==> src/rtl/pwm_capture_if.sv <==
// Bundle between a PWM source/result consumer and pwm_capture.
// The master modport drives pwm_in and reads the measurement; the slave modport is the capture block.
interface pwm_capture_if #(
  parameter int CBITS = 16
);
  logic             pwm_in;
  logic [CBITS-1:0] high_time;
  logic [CBITS-1:0] period;
  logic             valid;
  logic             saturated;
  logic             stuck;

  modport master (
    output pwm_in,
    input  high_time,
    input  period,
    input  valid,
    input  saturated,
    input  stuck
  );

  modport slave (
    input  pwm_in,
    output high_time,
    output period,
    output valid,
    output saturated,
    output stuck
  );
endinterface

==> src/rtl/pwm_capture.sv <==
// PWM receiver: measures high time and rising-to-rising period of pwm_in in clk cycles.
// Optional stuck-level timeout reporting is enabled by defining PWM_CAPTURE_TIMEOUT_EN.
module pwm_capture #(
  parameter int          CBITS   = 16,
  parameter int unsigned TIMEOUT = 32'hFFF0
) (
  input  logic         clk,
  input  logic         reset,
  pwm_capture_if.slave cap
);

  localparam logic [1:0] IDLE      = 2'd0;
  localparam logic [1:0] MEAS_HIGH = 2'd1;
  localparam logic [1:0] MEAS_LOW  = 2'd2;

  localparam logic [CBITS-1:0] CNT_ONE = {{(CBITS-1){1'b0}}, 1'b1};

  // A nonsensical TIMEOUT would either fire instantly or never.
  if (TIMEOUT < 2 || longint'(TIMEOUT) >= (longint'(1) << CBITS) - 1) begin : g_bad_timeout
    $error("pwm_capture: TIMEOUT out of range");
  end

  // sync_reg[0] = s1, sync_reg[1] = s2, sync_reg[2] = s3 (previous s2)
  logic [2:0]       sync_reg;
  logic             s2;
  logic             rise;
  logic             fall;

  logic [1:0]       state_reg;
  logic [1:0]       state_next;
  logic [CBITS-1:0] cnt_reg;
  logic [CBITS-1:0] cnt_next;
  logic [CBITS-1:0] cnt_inc;
  logic             cnt_max;
  logic             sat_reg;
  logic             sat_next;
  logic [CBITS-1:0] hsnap_reg;
  logic [CBITS-1:0] hsnap_next;

  logic             report;
  logic [CBITS-1:0] rep_high;
  logic [CBITS-1:0] rep_period;
  logic             rep_sat;
  logic             rep_stuck;

  logic [CBITS-1:0] high_time_reg;
  logic [CBITS-1:0] period_reg;
  logic             valid_reg;
  logic             saturated_reg;
  logic             stuck_reg;

  always_ff @(posedge clk or posedge reset) begin
    if (reset) begin
      sync_reg <= 3'b000;
    end else begin
      sync_reg <= {sync_reg[1:0], cap.pwm_in};
    end
  end

  assign s2   = sync_reg[1];
  assign rise = sync_reg[1] & ~sync_reg[2];
  assign fall = ~sync_reg[1] & sync_reg[2];

  assign cnt_max = &cnt_reg;
  assign cnt_inc = cnt_max ? cnt_reg : cnt_reg + CNT_ONE;

`ifdef PWM_CAPTURE_TIMEOUT_EN
  localparam logic [CBITS-1:0] TIMEOUT_C = TIMEOUT[CBITS-1:0];
`endif

  always_comb begin
    state_next = state_reg;
    cnt_next   = cnt_reg;
    sat_next   = sat_reg;
    hsnap_next = hsnap_reg;
    report     = 1'b0;
    rep_high   = hsnap_reg;
    rep_period = cnt_reg;
    rep_sat    = sat_reg | cnt_max;
    rep_stuck  = 1'b0;

    case (state_reg)
      IDLE: begin
        if (rise) begin
          state_next = MEAS_HIGH;
          cnt_next   = CNT_ONE;
          sat_next   = 1'b0;
        end
      end

      MEAS_HIGH: begin
        cnt_next = cnt_inc;
        sat_next = sat_reg | cnt_max;
        // The first low cycle sees cnt equal to the number of high cycles.
        if (fall) begin
          hsnap_next = cnt_reg;
          state_next = MEAS_LOW;
        end
      end

      MEAS_LOW: begin
        if (rise) begin
          report     = 1'b1;
          state_next = MEAS_HIGH;
          cnt_next   = CNT_ONE;
          sat_next   = 1'b0;
        end else begin
          cnt_next = cnt_inc;
          sat_next = sat_reg | cnt_max;
        end
      end

      default: begin
        state_next = IDLE;
      end
    endcase

`ifdef PWM_CAPTURE_TIMEOUT_EN
    // An edge in the same cycle wins over the timeout.
    if (state_reg != IDLE && cnt_reg == TIMEOUT_C && !rise && !fall) begin
      report     = 1'b1;
      rep_period = TIMEOUT_C;
      rep_high   = s2 ? TIMEOUT_C : hsnap_reg;
      rep_sat    = 1'b0;
      rep_stuck  = 1'b1;
      state_next = IDLE;
      cnt_next   = cnt_reg;
      sat_next   = sat_reg;
    end
`endif
  end

  always_ff @(posedge clk or posedge reset) begin
    if (reset) begin
      state_reg <= IDLE;
      cnt_reg   <= '0;
      sat_reg   <= 1'b0;
      hsnap_reg <= '0;
    end else begin
      state_reg <= state_next;
      cnt_reg   <= cnt_next;
      sat_reg   <= sat_next;
      hsnap_reg <= hsnap_next;
    end
  end

  always_ff @(posedge clk or posedge reset) begin
    if (reset) begin
      high_time_reg <= '0;
      period_reg    <= '0;
      valid_reg     <= 1'b0;
      saturated_reg <= 1'b0;
      stuck_reg     <= 1'b0;
    end else begin
      valid_reg <= report;
      if (report) begin
        high_time_reg <= rep_high;
        period_reg    <= rep_period;
        saturated_reg <= rep_sat;
        stuck_reg     <= rep_stuck;
      end
    end
  end

`ifndef PWM_CAPTURE_TIMEOUT_EN
  // s2 only feeds the timeout path; keep it referenced in the default build.
  logic s2_unused;
  assign s2_unused = s2;
`endif

  assign cap.high_time = high_time_reg;
  assign cap.period    = period_reg;
  assign cap.valid     = valid_reg;
  assign cap.saturated = saturated_reg;
  assign cap.stuck     = stuck_reg;

endmodule
==> src/flat_wrapper.sv <==
// flat-port wrapper written by rule: the top's interface ports become plain ports
module pwm_capture_flat 
#(
  parameter int          CBITS   = 16,
  parameter int unsigned TIMEOUT = 32'hFFF0
)
  (clk, reset, cap_pwm_in, cap_high_time, cap_period, cap_valid, cap_saturated, cap_stuck);
  pwm_capture_if #(.CBITS(CBITS)) cap_i ();
  input  logic clk;
  input  logic reset;
  input wire logic [$bits(cap_i.pwm_in)-1:0] cap_pwm_in;
  output wire logic [$bits(cap_i.high_time)-1:0] cap_high_time;
  output wire logic [$bits(cap_i.period)-1:0] cap_period;
  output wire logic [$bits(cap_i.valid)-1:0] cap_valid;
  output wire logic [$bits(cap_i.saturated)-1:0] cap_saturated;
  output wire logic [$bits(cap_i.stuck)-1:0] cap_stuck;
  assign cap_i.pwm_in = cap_pwm_in;
  assign cap_high_time = cap_i.high_time;
  assign cap_period = cap_i.period;
  assign cap_valid = cap_i.valid;
  assign cap_saturated = cap_i.saturated;
  assign cap_stuck = cap_i.stuck;
  pwm_capture #(.CBITS(CBITS), .TIMEOUT(TIMEOUT)) u_core (.clk(clk), .reset(reset), .cap(cap_i));
endmodule
==> config.mk <==
export PLATFORM = sky130hd
export DESIGN_NAME = pwm_capture_flat
export DESIGN_NICKNAME = d
export VERILOG_FILES = /design/src/rtl/pwm_capture_if.sv /design/src/rtl/pwm_capture.sv /design/src/flat_wrapper.sv
export SDC_FILE = /design/constraint.sdc
export NUM_CORES = 1
export LEC_CHECK = 0
export ABC_AREA = 1
export CAP_MARGIN = 20
export CORE_MARGIN = 2
export CORE_UTILIZATION = 33
export CTS_CLUSTER_SIZE = 20
export DETAILED_ROUTE_END_ITERATION = 8
export HOLD_SLACK_MARGIN = 0.03
export SYNTH_ARGS = -nofsm -noshare
export SYNTH_HDL_FRONTEND = slang
export SYNTH_SLANG_ARGS = --single-unit
==> constraint.sdc <==
create_clock -name clk -period 5.9 [get_ports clk]
set_clock_uncertainty 0.2 [all_clocks]
set_input_delay 1.77 -clock clk [delete_from_list [all_inputs] [get_ports clk]]
set_output_delay 1.77 -clock clk [all_outputs]
set_load 0.01 [all_outputs]
Word level (Yosys, flattened, before mapping)
Index checks and enable logic that the tools add are counted.
Storage, ports and cells
  register bits: 72
  bits of input ports: 3
  output and inout port bits: 35
  logic and storage cells: 39
Cells by class
  eq/ne operators: 5
  $add $sub $neg: 1
  bitwise operators: 5
  mux-type cells: 12
  reductions and logical operators: 7
Operators by type and width (count)
  16-bit 2-to-1 mux: 3
  16-bit case mux with 3 select lines: 1
  16-bit by 1-bit adder with 16-bit output (second input constant): 1
  16-bit AND reduction: 1
  2-bit by 1-bit inequality test with 1-bit output (second input constant): 3
  2-bit AND reduction: 3
  1-bit 2-to-1 mux: 4
  2-bit 2-to-1 mux: 2
  2-bit case mux with 2 select lines: 1
  1-bit case mux with 3 select lines: 1
  3-bit nonzero test: 1
  1-bit AND: 2
  2-bit by 1-bit == test with 1-bit output (second input constant): 1
  2-bit == test (second input constant): 1
  2-bit logical NOT: 1
  1-bit NOT: 2
  2-bit OR reduction: 1
  1-bit OR: 1

Depth between registers and ports, before layout
  word-level depth: 4
  gate-level depth with buffers: 10
  mapped depth without buffers: 10

Least setup slack after synthesis
No wires, ideal clock.
  path type: reg-to-output
  from: register u_core.high_time_reg[0], in the netlist u_core.cap.high_time[0]
  to: output port cap_high_time[0]
  buffers on the path: 0
  slack: 3.545 ns
  data required time: 3.930 ns
  cell stages (with the launch flop): 1
  arrival time: 0.385 ns
  path through: dfrtp_1
RTL lines
  start: declaration: RTL line pwm_capture.sv:46  | logic [CBITS-1:0] high_time_reg;
  start signal: assignment: RTL line pwm_capture.sv:157  | high_time_reg <= rep_high;
  end: declaration: RTL line flat_wrapper.sv:12  | output wire logic [$bits(cap_i.high_time)-1:0] cap_high_time;
No word-level cell between the ends.

Final worst setup path
  from: register u_core.period_reg[8], in the netlist u_core.cap.period[8]
  to: output port cap_period[8]
RTL lines
  start: declaration: RTL line pwm_capture.sv:47  | logic [CBITS-1:0] period_reg;
  start signal: assignment: RTL line pwm_capture.sv:158  | period_reg <= rep_period;
  end: declaration: RTL line flat_wrapper.sv:13  | output wire logic [$bits(cap_i.period)-1:0] cap_period;
No word-level cell between the ends.

==> results.env <==
MAPPEDNETLISTAREA_SQ_UM=3250
CP_NUM_BUF_INV=1
SETUP_VIOL=0
POWER_FRAC_SEQ_PCT=45.5
HOLD_PATH.CLASS='reg2reg'
SYNTH_FP_NETS=392
FMAX_MHz=310
TIMING.CRITICAL_PATH.FROM_TYPE='flop'
ANTENNA-DIODE-COUNT=0
SLOWEST_STAGE_CELL_CRIT_PATH='clkdlybuf4s50_1'
CLK_LATENCY_NS=0.35
WL_PER_CELL_UM=11.9
SYN_INST=384
RUN_STATUS='complete, no violations'
HOLDBUFCOUNTCTS=0
DESIGN.DIE.AREA_SQ_UM=10700
INITIALDRTVIOLATIONCOUNT=85
YOSYSSEQAREASHARE_PCT=55.4
CORE_SQ_UM=9680
CTS_TREE='yes'
CLK_ROOT_BUFFER_CELL='clkbuf_8'
GRT_START_MAX_NET_PINS=52
NETLIST-CELL-TYPE-COUNT=28
ANTENNA_FOUND_INITIAL=0
ARRIVAL_NS=1.25
STARTING_UTILIZATION_OF_THE_CORE_AREA_PCT=33.6
TIMING.CRITICAL_PATH.TO_TYPE='primary output'
HPWLAFTERDP_UM=4600
WORST_SLEW_PIN_TRAN_NS=0.916
SYNTH_TOP_CELLS_BY_AREA='dfrtp_1 (55%), nand2_1 (16%), o21ai_0 (5.7%)'
VDD_IR_DROP_MAX_mV=0.145
ROUTE.FINAL.WIRE_LENGTH_UM=6600
SLEW-LIMIT-HEADROOM_PCT=38.8
CELL_INTERNAL_PWR_W=0.000813
H-TREE-DEPTH=3
STD_CELL_ROWS=36
DIE_HEIGHT_UM=103
DRTANTENNAVIOLNETS=0
POWER.NET_SWITCHING_W=0.000438
WORSTHOLDSTART='u_core.sync_reg[0]'
SYNTHESIS.AREA_PER_INSTANCE_SQ_UM=8.47
DRIVE_ABOVE_1_SHARE_PCT=8.79
NETLIST.TOP_CELL.BY_AREA='dfrtp_1'
TIMING.SETUP.CRITICAL_PATH_CLASS='reg2out'
CRITICAL_PATH.MAX_FANOUT=2
PLACE.PORT_BUFFERS=36
POST_ROUTE_SETUP_TNS_NS=0
YOSYS.AREA.TOP_TYPE_SHARE_PCT=55.4
P_LEAK_nW=1.81
CTS-BUFFERS-INSERTED=9
FINAL_NET_COUNT=425
WORSTREG2REGSTART='u_core.state_reg[0]'
CRIT_FAMILY='buffers and inverters'
VIAS_PER_CELL=4.56
HOLD_DEPTH=0
FIRST_GLOBAL_VIAS=2383
DPL_WORST_SLACK_NS=2.44
P_SW_SHARE_PCT=35.0
WORSTPATHCELLLIST='clkdlybuf4s50_1'
DIE_W_UM=103
REMAINING_DRC_ERRORS=0
SYNTHARSTFLOPSHARE_PCT=100
YS_FF_LATCH=72
PWR-SHARE-CLK_PCT=27.3
CTS_SETUP_BUFFERS=0
NUM_VIAS=2529
HOLD-PATH-ENDPOINT='u_core.sync_reg[1]'
NUMBER_OF_ENABLE_FLIP_FLOP_CELLS_AFTER_SYNTHESIS=0
CRIT_REQUIRED_NS=3.93
P_COMB_SHARE_PCT=27.2
MAX-CLOCK-PATH-BUFFERS=2
PWR_DENSITY_CELL_nW_PER_UM2=323
CLKSINKCOUNT=72
WORST_PATH_LARGEST_CELL_DELAY_NS=0.54
FLOORPLAN.IO_PINS=38
CTS_REPAIR_RESIZE_COUNT=0
MAX_CAP_VIOL_COUNT=0
GLOBAL_ROUTE_WIRE_LENGTH_BEFORE_REPAIR_UM=11100
FLOW.AREA_GROWTH_FROM_SYNTHESIS_PCT=19.1
SETUP.REG_TO_REG.WORST_SLACK_NS=3.66
NUMBER_OF_HOLD_VIOLATIONS_IN_THE_FINAL_REPORT=0
REPORT.FINAL.SLEW_VIOL_COUNT=0
GPL.FINAL_WEIGHTED_CONGESTION=0.790
GLOBALROUTEOVERFLOWTOTAL=0
R2R_END='u_core.cnt_reg[9]'
POSTLAYOUTSETUPSLACKWORST_NS=2.68
SYNTH_TOP_FLOP_CELL='dfrtp_1'
DRT-PASS1-ITER-COUNT=4
FINALCRITICALPERIOD_NS=3.22
WORST_SETUP_HOLD_PATH_CLK_SLEW_NS=0.07
LAYOUT_WORST_PATH_CYCLE_SHARE_PCT=54.6
GR-USAGE-ALL-LAYERS_PCT=13.6
RSZ0062_AT_GRT='false'
RR_WORST_DEPTH=8
SYNTH-WARNING-COUNT=0
layer usage:
metal | track usage, % | routed length, um | vias up
met3 | 3.83 | 229 | 11
met2 | 21.8 | 3060 | 38
met5 | 0 | 0 | -
li1 | - | - | 1280
met1 | 17.3 | 3200 | 1200
met4 | 5.87 | 116 | 0
cells in the mapped netlist, types with 4 or more instances:
cell type	instances
clkbuf_1	8
o21ai_1	4
o21ai_0	37
ha_1	5
nand4_1	8
inv_2	4
inv_1	30
nor2_4	4
nor2_1	28
nand2_1	138
nand2_2	4
nand3_1	18
dfrtp_1	72
final cells by class:
type | count | area [sq um]
sequential | 72 | 1800
timing repair buffer | 37 | 368
clock buffer | 11 | 151
clock inverter | 4 | 20.0
fill | 981 | 5810
inverter | 34 | 128
tap | 133 | 166
multi-input combinational | 263 | 1240
stage by stage:
stage | hold WS, ns | utilization, % | instance area (sq um) | std cells | power (W)
6_report | 0.154 | 40.0 | 3870 | 554 | 0.00125
5_1_grt | 0.167 | 40.0 | 3870 | 554 | 0.00134
4_1_cts | 0.161 | 40.0 | 3870 | 554 | 0.00127
3_5_place_dp | 0.143 | 38.2 | 3700 | 539 | 0.000917
3_3_place_gp | 0.139 | 38.2 | 3700 | 539 | 0.000904
2_1_floorplan | 0.131 | - | 3250 | 384 | 0.000825
power groups by stage:
stage	Clock (W)	Combinational (W)	Sequential [W]
floorplan	0	0.000245	0.000580
global placement	0	0.000328	0.000576
detailed placement	0	0.000340	0.000577
CTS	0.000356	0.000341	0.000568
global route	0.000376	0.000385	0.000574
finish	0.000342	0.000340	0.000568
worst max path at each step:
stage                                  from                      end  slack [ns]  depth (start not counted)
floorplan                             reset  u_core.cap.high_time[0]        2.11                          1
global placement                      reset    u_core.cap.period[12]        2.45                          3
detailed placement                    reset    u_core.cap.period[12]        2.44                          3
CTS                    u_core.cap.period[8]            cap_period[8]        2.65                          1
global route        u_core.cap.high_time[5]         cap_high_time[5]        2.62                          1
finish                 u_core.cap.period[8]            cap_period[8]        2.68                          1
cell usage in the layout (no fill, tap or decap), types with 2 or more instances in the layout:
cell type	synthesis	layout
a21oi_2	3	3
clkbuf_8	0	11
clkdlybuf4s50_1	0	36
clkinv_2	0	4
dfrtp_1	72	72
ha_1	5	5
inv_1	30	29
inv_2	4	5
nand2_1	138	138
nand2_2	4	4
nand3_1	18	18
nand3_2	2	2
nand4_1	8	8
nor2_1	28	28
nor2_2	2	2
nor2_4	4	4
o211ai_1	2	2
o21ai_0	37	37
o21ai_1	4	4
logic make-up after synthesis:
kind of cell | count (synthesis) | synth area share, %
AOI/OAI and AO/OA | 49 | 8.12
adders and majority gates | 5 | 1.92
buffers and inverters | 49 | 6.54
DFF | 72 | 55.4
other | 1 | 0.115
and+or+nand+nor | 208 | 27.9
Power figures use the tool's default switching activity.
